**src/rtl/seq_multiplier.sv**
```systemverilog
// ---------------------------------------------------------------------------
// seq_multiplier
//
// Sequential shift-and-add multiplier with a start/done handshake. One adder
// is reused over WIDTH iterations, consuming one multiplier bit per clock.
// Each operation may be signed (two's complement) or unsigned. Signed
// operands are reduced to magnitudes before the loop. The sign is applied
// once, when the result is written.
//
// Parameters
//   WIDTH  operand width in bits (>= 2); the product is 2*WIDTH bits
//
// Ports
//   clk    in   1          clock, all state changes on the rising edge
//   rst    in   1          synchronous active-high reset
//   start  in   1          operation request, honoured only while idle
//   in_a   in   WIDTH      multiplicand, captured with an accepted start
//   in_b   in   WIDTH      multiplier, captured with an accepted start
//   sgn    in   1          1 = two's-complement operands, 0 = unsigned
//   busy   out  1          high while an operation is in progress
//   done   out  1          one-cycle pulse; out is valid from this cycle
//   out    out  2*WIDTH    product, held until the next completion
//
// Build option
//   SEQ_MULT_EARLY_EXIT_EN  when defined, the operation finishes as soon as
//                           the remaining multiplier bits are all zero.
//                           Results are unchanged; only latency shrinks.
//                           When undefined, latency is always WIDTH+1.
// ---------------------------------------------------------------------------
module seq_multiplier #(
  parameter int WIDTH = 4
) (
  input  logic                 clk,
  input  logic                 rst,
  input  logic                 start,
  input  logic [WIDTH-1:0]     in_a,
  input  logic [WIDTH-1:0]     in_b,
  input  logic                 sgn,
  output logic                 busy,
  output logic                 done,
  output logic [2*WIDTH-1:0]   out
);

  localparam int PW = 2 * WIDTH;
  localparam int CW = $clog2(WIDTH + 1);

  typedef enum logic {
    IDLE = 1'b0,
    RUN  = 1'b1
  } state_t;

  state_t          state;
  state_t          state_next;

  logic [PW-1:0]    mcand;
  logic [PW-1:0]    acc;
  logic [WIDTH-1:0] mplier;
  logic [CW-1:0]    count;
  logic             neg;

  logic [WIDTH-1:0] mag_a;
  logic [WIDTH-1:0] mag_b;
  logic             accept;
  logic             iterate;
  logic             finish;

  // Operand magnitudes. The most negative value negates to itself. Read as
  // unsigned, that bit pattern is exactly 2^(WIDTH-1), so no extra bit is
  // needed.
  always_comb begin
    mag_a = in_a;
    mag_b = in_b;
    if (sgn && in_a[WIDTH-1]) begin
      mag_a = -in_a;
    end
    if (sgn && in_b[WIDTH-1]) begin
      mag_b = -in_b;
    end
  end

  // Control decode and next-state logic.
  // In RUN, every edge is either an iteration edge or the finish edge.
  // The iteration count normally ends the loop. With early exit, an
  // exhausted multiplier register ends it sooner. The count check stays in
  // that build as well; it coincides with an empty multiplier anyway.
  always_comb begin
    state_next = state;
    accept     = 1'b0;
    iterate    = 1'b0;
    finish     = 1'b0;

    case (state)
      IDLE: begin
        if (start) begin
          accept     = 1'b1;
          state_next = RUN;
        end
      end
      RUN: begin
`ifdef SEQ_MULT_EARLY_EXIT_EN
        finish = (mplier == '0) || (count == CW'(WIDTH));
`else
        finish = (count == CW'(WIDTH));
`endif
        iterate = !finish;
        if (finish) begin
          state_next = IDLE;
        end
      end
      default: begin
        state_next = IDLE;
      end
    endcase
  end

  // State register. Reset wins over everything, which aborts an operation
  // in flight.
  always_ff @(posedge clk) begin
    if (rst) begin
      state <= IDLE;
    end else begin
      state <= state_next;
    end
  end

  // Datapath registers.
  // On accept, the magnitudes are loaded and the accumulator and count are
  // cleared. The product sign is decided here from the raw operand MSBs.
  // Each iteration conditionally adds the shifted multiplicand and consumes
  // one multiplier bit. The finish edge applies the sign, publishes the
  // result and raises done for exactly one cycle. Reset clears out too.
  always_ff @(posedge clk) begin
    if (rst) begin
      mcand  <= '0;
      acc    <= '0;
      mplier <= '0;
      count  <= '0;
      neg    <= 1'b0;
      done   <= 1'b0;
      out    <= '0;
    end else begin
      done <= 1'b0;
      if (accept) begin
        mcand  <= {{WIDTH{1'b0}}, mag_a};
        mplier <= mag_b;
        acc    <= '0;
        count  <= '0;
        neg    <= sgn & (in_a[WIDTH-1] ^ in_b[WIDTH-1]);
      end else if (iterate) begin
        if (mplier[0]) begin
          acc <= acc + mcand;
        end
        mcand  <= mcand << 1;
        mplier <= mplier >> 1;
        count  <= count + CW'(1);
      end else if (finish) begin
        out  <= neg ? -acc : acc;
        done <= 1'b1;
      end
    end
  end

  // busy is the RUN state seen from outside. It falls on the finish edge,
  // in the same cycle that done rises.
  assign busy = (state == RUN);

endmodule

```
**config.mk**
```make
export PLATFORM = sky130hd
export DESIGN_NAME = seq_multiplier
export DESIGN_NICKNAME = d
export VERILOG_FILES = /design/src/rtl/seq_multiplier.sv
export SDC_FILE = /design/constraint.sdc
export NUM_CORES = 1
export LEC_CHECK = 0
export CORE_ASPECT_RATIO = 1.25
export CORE_MARGIN = 1
export CORE_UTILIZATION = 55
export CTS_CLUSTER_DIAMETER = 200
export DETAILED_ROUTE_END_ITERATION = 12
export PLACE_DENSITY = 0.82
export RECOVER_POWER = 100
export SLEW_MARGIN = 30
export SYNTH_ARGS = -nofsm -noshare
export SYNTH_HDL_FRONTEND = slang
export SYNTH_SLANG_ARGS = --single-unit
```
**constraint.sdc**
```tcl
create_clock -name clk -period 2.3 [get_ports clk]
set_input_delay 0.46 -clock clk [delete_from_list [all_inputs] [get_ports clk]]
set_output_delay 0.46 -clock clk [all_outputs]
set_load 0.03 [all_outputs]
```
==> impl_results.md, run 1 <==
* Vert. Die Dim at between 60 and 70 um
* Async SR Flop Fraction at 0%
* RSZ-0062 raised after global routing: no
* Synth cell types at 40
* Max-slew headroom at 57.53%
* Core Footprint at between 3000 and 4000 sq um
* Drt pass-1 iters at 4
* Shortest period the worst path allows at 2.029 ns
* CTS root buf: clkbuf_8
* Levels on crit path at 8
* Fin crit share at between 80 and 90%
* TritonCTS clock tree: yes
* # rows at 23
* H-tree Lvls at 2
* Fin nets at roughly 270
* # Post-CTS Setup Buffers at 0
* Syn-to-layout area delta at 17.18%
* Clk_lat worst skew at just under 0.3 ns
* Worst EP required at 2.53 ns
* R2r worst-path depth at 8
* CP arrival at roughly 2.3 ns
* Synth Register Bits at 34
* Routability cong. at 0.9014
* DIE AREA at ~3600 sq um
* Hold path depth at 2
* Die X at 53.97 um
* Syn_nets at around 250
* Yosys warns at 0
* Critical path peak fanout at 5
* Num CTS Buffers at 5
* Fin. Hold Viols at 0
* Hold Slack at roughly 0.47 ns
* WS Path Type: reg -> reg
* CP endpoint kind: register
* Mapped Cells at between 200 and 250
* Cell Chain, Critical Path: ha_1, inv_1, fa_1, nor2b_1, o21a_1, o211ai_1, a2111o_1, nand3_1
* Hold buffer count at cts at 0
* Cell area after layout at between 2000 and 2500 sq um
* Via density per instance at roughly 5.7
* Hold/Removal Path Class: reg -> reg
* Antenna diodes at 0
* Post-DRT Antenna Nets at 0
* Initial antenna violation count at 0
* Static leakage at 0.8612 nW
* Post-synth EDFFs at 0
* Buf/Inv on CP at 1
* DRC at 0
* Slowest CP cell: dfxtp_1
* Setup TNS Final at 0 ns
* Vias after detailed routing at between 1500 and 2000
* Setup-failing EPs final at 0
* Sink Count at 34
* PD cells at about 560 nW/um^2
* Maximum clock insertion buffer count at 2
* Routed len/inst at 13.29 um
* CP delay by family, top: compound AO/OA/AOI/OAI gates
* Worst-margin pin slew at approximately 0.64 ns
* Remaining global-route overflow at 0
* DP Area at roughly 2100 sq um
* Final clock skew at 0.002979 ns
* Worst-path clk slew at about 0.070 ns
* Vias in the first global route at around 1500
* Layout cell share with drive strength beyond 1 at between 6 and 7%
* Status: complete, no violations
* Placed wire-length estimate at around 2.7 mm
* Final wirelength at roughly 3.8 mm
* Post-synthesis sequential area ratio at between 30% and 40%
* Max-slew violation count at 0
* Tot GR Track Use at 25.21%
* Syn Std Cell Area at about 1900 sq um
* Starting DRC count in detailed routing at 22
* Mean area per synthesized cell at just over 8 sq um
* Peak supply drop at about 0.39 mV
* Slowest cell delay on critical path at slightly above 0.4 ns
* First-pass GRT wire length at around 6.5 mm
* Starting density of the core at 57.61%
* # resized after CTS at 0
* Max-cap violations at 0
* Fill cells at between 200 and 300
* Most used DFF post-synth: dfxtp_1
* Largest net degree at the start of global routing at 20
* Setup crit start kind: register
* F_max at a little under 500 MHz
* I/O pin total at 22
* PortBufs at 21
worst min-delay path: stages, from the launching register on:
cell     delay [ns]
dfxtp_1        0.32
nand2_1        0.05
a21oi_1        0.05
worst paths after layout:
kind / start / slack, ns / end
max: acc[0] / 0.27 / acc[6]
min: mcand[7] / 0.47 / mcand[7]
max reg2reg: acc[0] / 0.27 / acc[6]
min reg2reg: mcand[7] / 0.47 / mcand[7]
cell families (layout without fill, tap and decap cells):
group	count (synthesis)	in the layout	share of synthesized area [%]
fa+ha+maj	13	13	9.164
buf+inv	25	46	5.391
compound gates	54	54	20.69
flops	34	34	36.66
mux	2	2	1.078
xor+xnor	11	11	5.189
simple gates	89	89	21.83
area by class of cell:
class	instances	area [sq um]	share of cell area [%]
timing repair buffer	26	240.2	11.04
clock inverter	1	5.005	0.2300
multi-input combinational	169	1072	49.28
tap	37	46.29	2.128
inverter	12	45.04	2.070
clock buffer	7	86.33	3.968
sequential	34	680.7	31.28
cell usage after synthesis, types with 2 or more instances:
library cell	n	share of area [%]
o31ai_1	6	2.4
o21ai_0	2	0.54
dfxtp_1	34	37
nand2b_1	2	0.67
nor3_1	3	0.81
xnor2_1	3	1.4
nor2b_1	4	1.3
a21oi_1	17	4.6
a311oi_1	4	1.9
inv_1	12	2.4
nor4_1	2	0.67
clkbuf_1	7	1.4
o21ai_1	2	0.54
and3_1	4	1.3
mux2i_1	2	1.1
and2_1	2	0.67
buf_2	5	1.3
nand2_1	39	7.9
ha_1	12	8.1
o21a_1	2	0.81
nand3_1	8	2.2
a211oi_1	11	4.4
xor2_1	8	3.8
nor2_1	21	4.2
metrics by stage:
stage | cells | power, mW | util (%) | setup WS, ns
3_5_place_dp | 278 | 0.7766 | 65.02 | 0.3105
6_report | 286 | 1.211 | 67.51 | 0.2713
5_1_grt | 286 | 1.270 | 67.51 | 0.1251
2_1_floorplan | 228 | 0.7209 | - | 0.4616
4_1_cts | 286 | 1.228 | 67.86 | 0.2920
3_3_place_gp | 278 | 0.7727 | 65.02 | 0.3924
sequential cells by signal, indices dropped and copies added (netlist names):
signal / count
mplier: 4
neg: 1
busy: 1
mcand: 8
acc: 8
done: 1
out: 8
count: 3
where the power goes:
| group | switching [mW] | total (mW) | internal [mW] | leakage (nW) |
|---|---|---|---|---|
| Sequential | 0.0156 | 0.621 | 0.605 | 0.276 |
| Combinational | 0.0822 | 0.141 | 0.0585 | 0.537 |
| Clock | 0.208 | 0.450 | 0.241 | 0.0482 |
layout by cell type, fill, tap and decap left out, types with 2 or more instances in the layout:
| cell type | n |
|---|---|
| a211oi_1 | 11 |
| a21oi_1 | 17 |
| a311oi_1 | 4 |
| and2_0 | 2 |
| and3_1 | 4 |
| buf_4 | 3 |
| clkbuf_1 | 3 |
| clkbuf_8 | 6 |
| clkdlybuf4s50_1 | 11 |
| dfxtp_1 | 34 |
| dlygate4sd3_1 | 10 |
| ha_1 | 12 |
| inv_1 | 12 |
| mux2i_1 | 2 |
| nand2_1 | 39 |
| nand2b_1 | 2 |
| nand3_1 | 8 |
| nor2_1 | 21 |
| nor2b_1 | 4 |
| nor3_1 | 3 |
| nor4_1 | 2 |
| o21a_1 | 2 |
| o21ai_0 | 3 |
| o31ai_1 | 6 |
| xnor2_1 | 3 |
| xor2_1 | 8 |
routing by layer:
layer  track usage [%]  wire length (um)  part of all wire [%]
met1             27.30              1677                    44
met5                 0                 0                     0
met3             7.763               100                   2.6
met4             13.46               108                   2.8
met2             42.44              1914                    50
(Power assumes the default switching activity.)
==> run 2, diff against run 1 <==
--- a/config.mk
+++ b/config.mk
@@ -6,7 +6,7 @@
 export NUM_CORES = 1
 export LEC_CHECK = 0
 export CORE_ASPECT_RATIO = 1.25
-export CORE_MARGIN = 1
+export CORE_MARGIN = 2
 export CORE_UTILIZATION = 55
 export CTS_CLUSTER_DIAMETER = 200
 export DETAILED_ROUTE_END_ITERATION = 12
==> run 2 against run 1 <==
- core utilization is the same
- critical path depth is the same
- register-to-register slack gained 0.04 ns
- fmax grew 1.8%
- routed wire length shrank 4.0%
- sequential power is essentially flat
- critical endpoint unchanged
- largest cell class unchanged
- design area is the same
- clock skew grew 0.0032 ns
- global-route usage shrank 4.1 points
==> impl_results.md, run 2 (synthesis results as in run 1) <==
* R2r worst-path depth at 8 (unchanged)
* Worst-path clk slew at 0.07 ns (about the same)
* Setup TNS Final at 0 ns (unchanged)
* Regs by FF count: acc: 8 flops, mcand: 8 flops, out: 8 flops (unchanged)
* Final worst slack at 0.3072 ns (was 0.2713 ns)
* # rows at 23 (unchanged)
* Initial antenna violation count at 0 (unchanged)
* Seq. cell area at 680.7 sq um (unchanged)
* Post-Place Worst Slack at 0.3287 ns (was 0.3105 ns)
* Worst-margin pin slew at 0.6031 ns (was 0.6371 ns)
* H-tree Lvls at 2 (unchanged)
* Max-cap violations at 0 (unchanged)
* Shortest period the worst path allows at 1.993 ns (was 2.029 ns)
* Starting density of the core at 57.61% (unchanged)
* DIE AREA at 3860 sq um (was 3614 sq um)
* Most common cell after layout, fill and taps aside: nand2_1 (unchanged)
* Cell Chain, Critical Path: ha_1, inv_1, fa_1, nor2b_1, o21a_1, o211ai_1, a2111o_1, nand3_1 (unchanged)
* PD cells at 557.9 nW/um^2 (was 556.6 nW/um^2)
* Slowest cell delay on critical path at 0.40 ns (was 0.41 ns)
* R2R Path Start: acc[0] (unchanged)
* Setup-failing EPs final at 0 (unchanged)
* TritonCTS clock tree: yes (unchanged)
* CP arrival at 2.22 ns (was 2.26 ns)
* Worst EP required at 2.53 ns (about the same)
* Hold/Removal Path Class: reg -> reg (unchanged)
* # resized after CTS at 0 (unchanged)
* Fin crit share at 86.64% (was 88.21%)
* # Post-CTS Setup Buffers at 0 (unchanged)
* Syn-to-layout area delta at 17.18% (unchanged)
* Critical path peak fanout at 5 (unchanged)
* Sink Count at 34 (unchanged)
* Maximum clock insertion buffer count at 2 (unchanged)
* Largest net degree at the start of global routing at 20 (unchanged)
* Slowest CP cell: dfxtp_1 (unchanged)
* I/O pin total at 22 (unchanged)
* Hold Startpoint: mcand[7] (unchanged)
* Flop2flop setup slack at 0.31 ns (was 0.27 ns)
* Antenna diodes at 0 (unchanged)
* Remaining global-route overflow at 0 (unchanged)
* Final wirelength at 3.649 mm (was 3.801 mm)
* Setup crit start kind: register (unchanged)
* Hold buffer count at cts at 0 (unchanged)
* F_max at 501.8 MHz (was 492.9 MHz)
* Most frequent cells in the layout: nand2_1, dfxtp_1, nor2_1 (unchanged)
* Worst Hold End: mcand[7] (unchanged)
* Finished Core Util at 67.51% (unchanged)
* Final clock skew at 0.006217 ns (was 0.002979 ns)
* Hold Slack at 0.4668 ns (was 0.4693 ns)
* CTS root buf: clkbuf_8 (unchanged)
* Clk_lat worst skew at 0.29 ns (about the same)
* Starting DRC count in detailed routing at 27 (was 22)
* Routed len/inst at 12.76 um (was 13.29 um)
* Status: complete, no violations (unchanged)
* Routability cong. at 0.9193 (was 0.9014)
* Via density per instance at 5.626 (was 5.710)
* PortBufs at 21 (unchanged)
* Fill cells at 293 (was 289)
* Tot GR Track Use at 21.09% (was 25.21%)
* CP endpoint kind: register (unchanged)
* RSZ-0062 raised after global routing: no (unchanged)
* DRC at 0 (unchanged)
* Max-slew headroom at 59.79% (was 57.53%)
* Peak supply drop at 0.5011 mV (was 0.3891 mV)
* Post-DRT Antenna Nets at 0 (unchanged)
* First-pass GRT wire length at 6.237 mm (was 6.499 mm)
* Fin. Hold Viols at 0 (unchanged)
* Multi-input logic area at 1072 sq um (unchanged)
* Static leakage at 0.8612 nW (about the same)
* Hold path depth at 2 (unchanged)
* Num CTS Buffers at 5 (unchanged)
* Die X at 55.97 um (was 53.97 um)
* Worst flop-to-flop path endpoint: acc[6] (unchanged)
* Vert. Die Dim at 68.96 um (was 66.96 um)
* Drt pass-1 iters at 4 (unchanged)
* Max-slew violation count at 0 (unchanged)
* Placed wire-length estimate at 2.712 mm (was 2.738 mm)
* Fin nets at 273 (unchanged)
* Vias in the first global route at 1481 (was 1525)
* Core Footprint at 3223 sq um (unchanged)
* WS Path Type: reg -> reg (unchanged)
* Vias after detailed routing at 1609 (was 1633)
* Layout cell share with drive strength beyond 1 at 6.024% (unchanged)
-- run 2: cell type report --
type,count,area share (%)
tap,37,2.128
sequential,34,31.28
clock buffer,7,3.968
multi-input combinational,169,49.28
inverter,12,2.070
clock inverter,1,0.2300
timing repair buffer,26,11.04
-- run 2: worst max-delay path, delay by kind of cell (launching register included) --
kind                       cells  cell delay [ns]
AOI/OAI and AO/OA              3             0.66
adders and majority gates      2             0.58
DFF                            1             0.40
and+or+nand+nor                2             0.24
buffers and inverters          1             0.06
-- run 2: stage by stage --
stage	instance area, sq um	total power [mW]	instances
global route	2176	1.260	286
CTS	2187	1.226	286
global placement	2096	0.7727	278
detailed placement	2096	0.7767	278
floorplan	1857	0.7209	228
finish	2176	1.214	286
-- run 2: per-layer routing --
metal	vias to the layer above	track usage [%]	wire [um]
met5	-	0	0
met4	0	11.31	93
met3	9	4.478	87
met2	25	39.12	1810
met1	737	22.72	1659
li1	838	-	-
-- run 2: how the worst max path moves through the flow --
stage | startpoint | to | slack (ns) | cells after the start
after global placement | acc[0] | acc[6] | 0.39 | 8
after global routing | count[0] | mplier[1] | 0.11 | 6
after floorplan | acc[0] | acc[6] | 0.46 | 8
final | acc[0] | acc[6] | 0.31 | 8
after CTS | acc[0] | acc[6] | 0.31 | 8
after detailed placement | acc[0] | acc[6] | 0.33 | 8
-- run 2: where the power goes --
part	leakage [nW]	internal, mW	switching, mW	total [mW]
clock	0.0482	0.241	0.213	0.455
sequential	0.276	0.605	0.0151	0.620
combinational	0.537	0.0585	0.0807	0.139
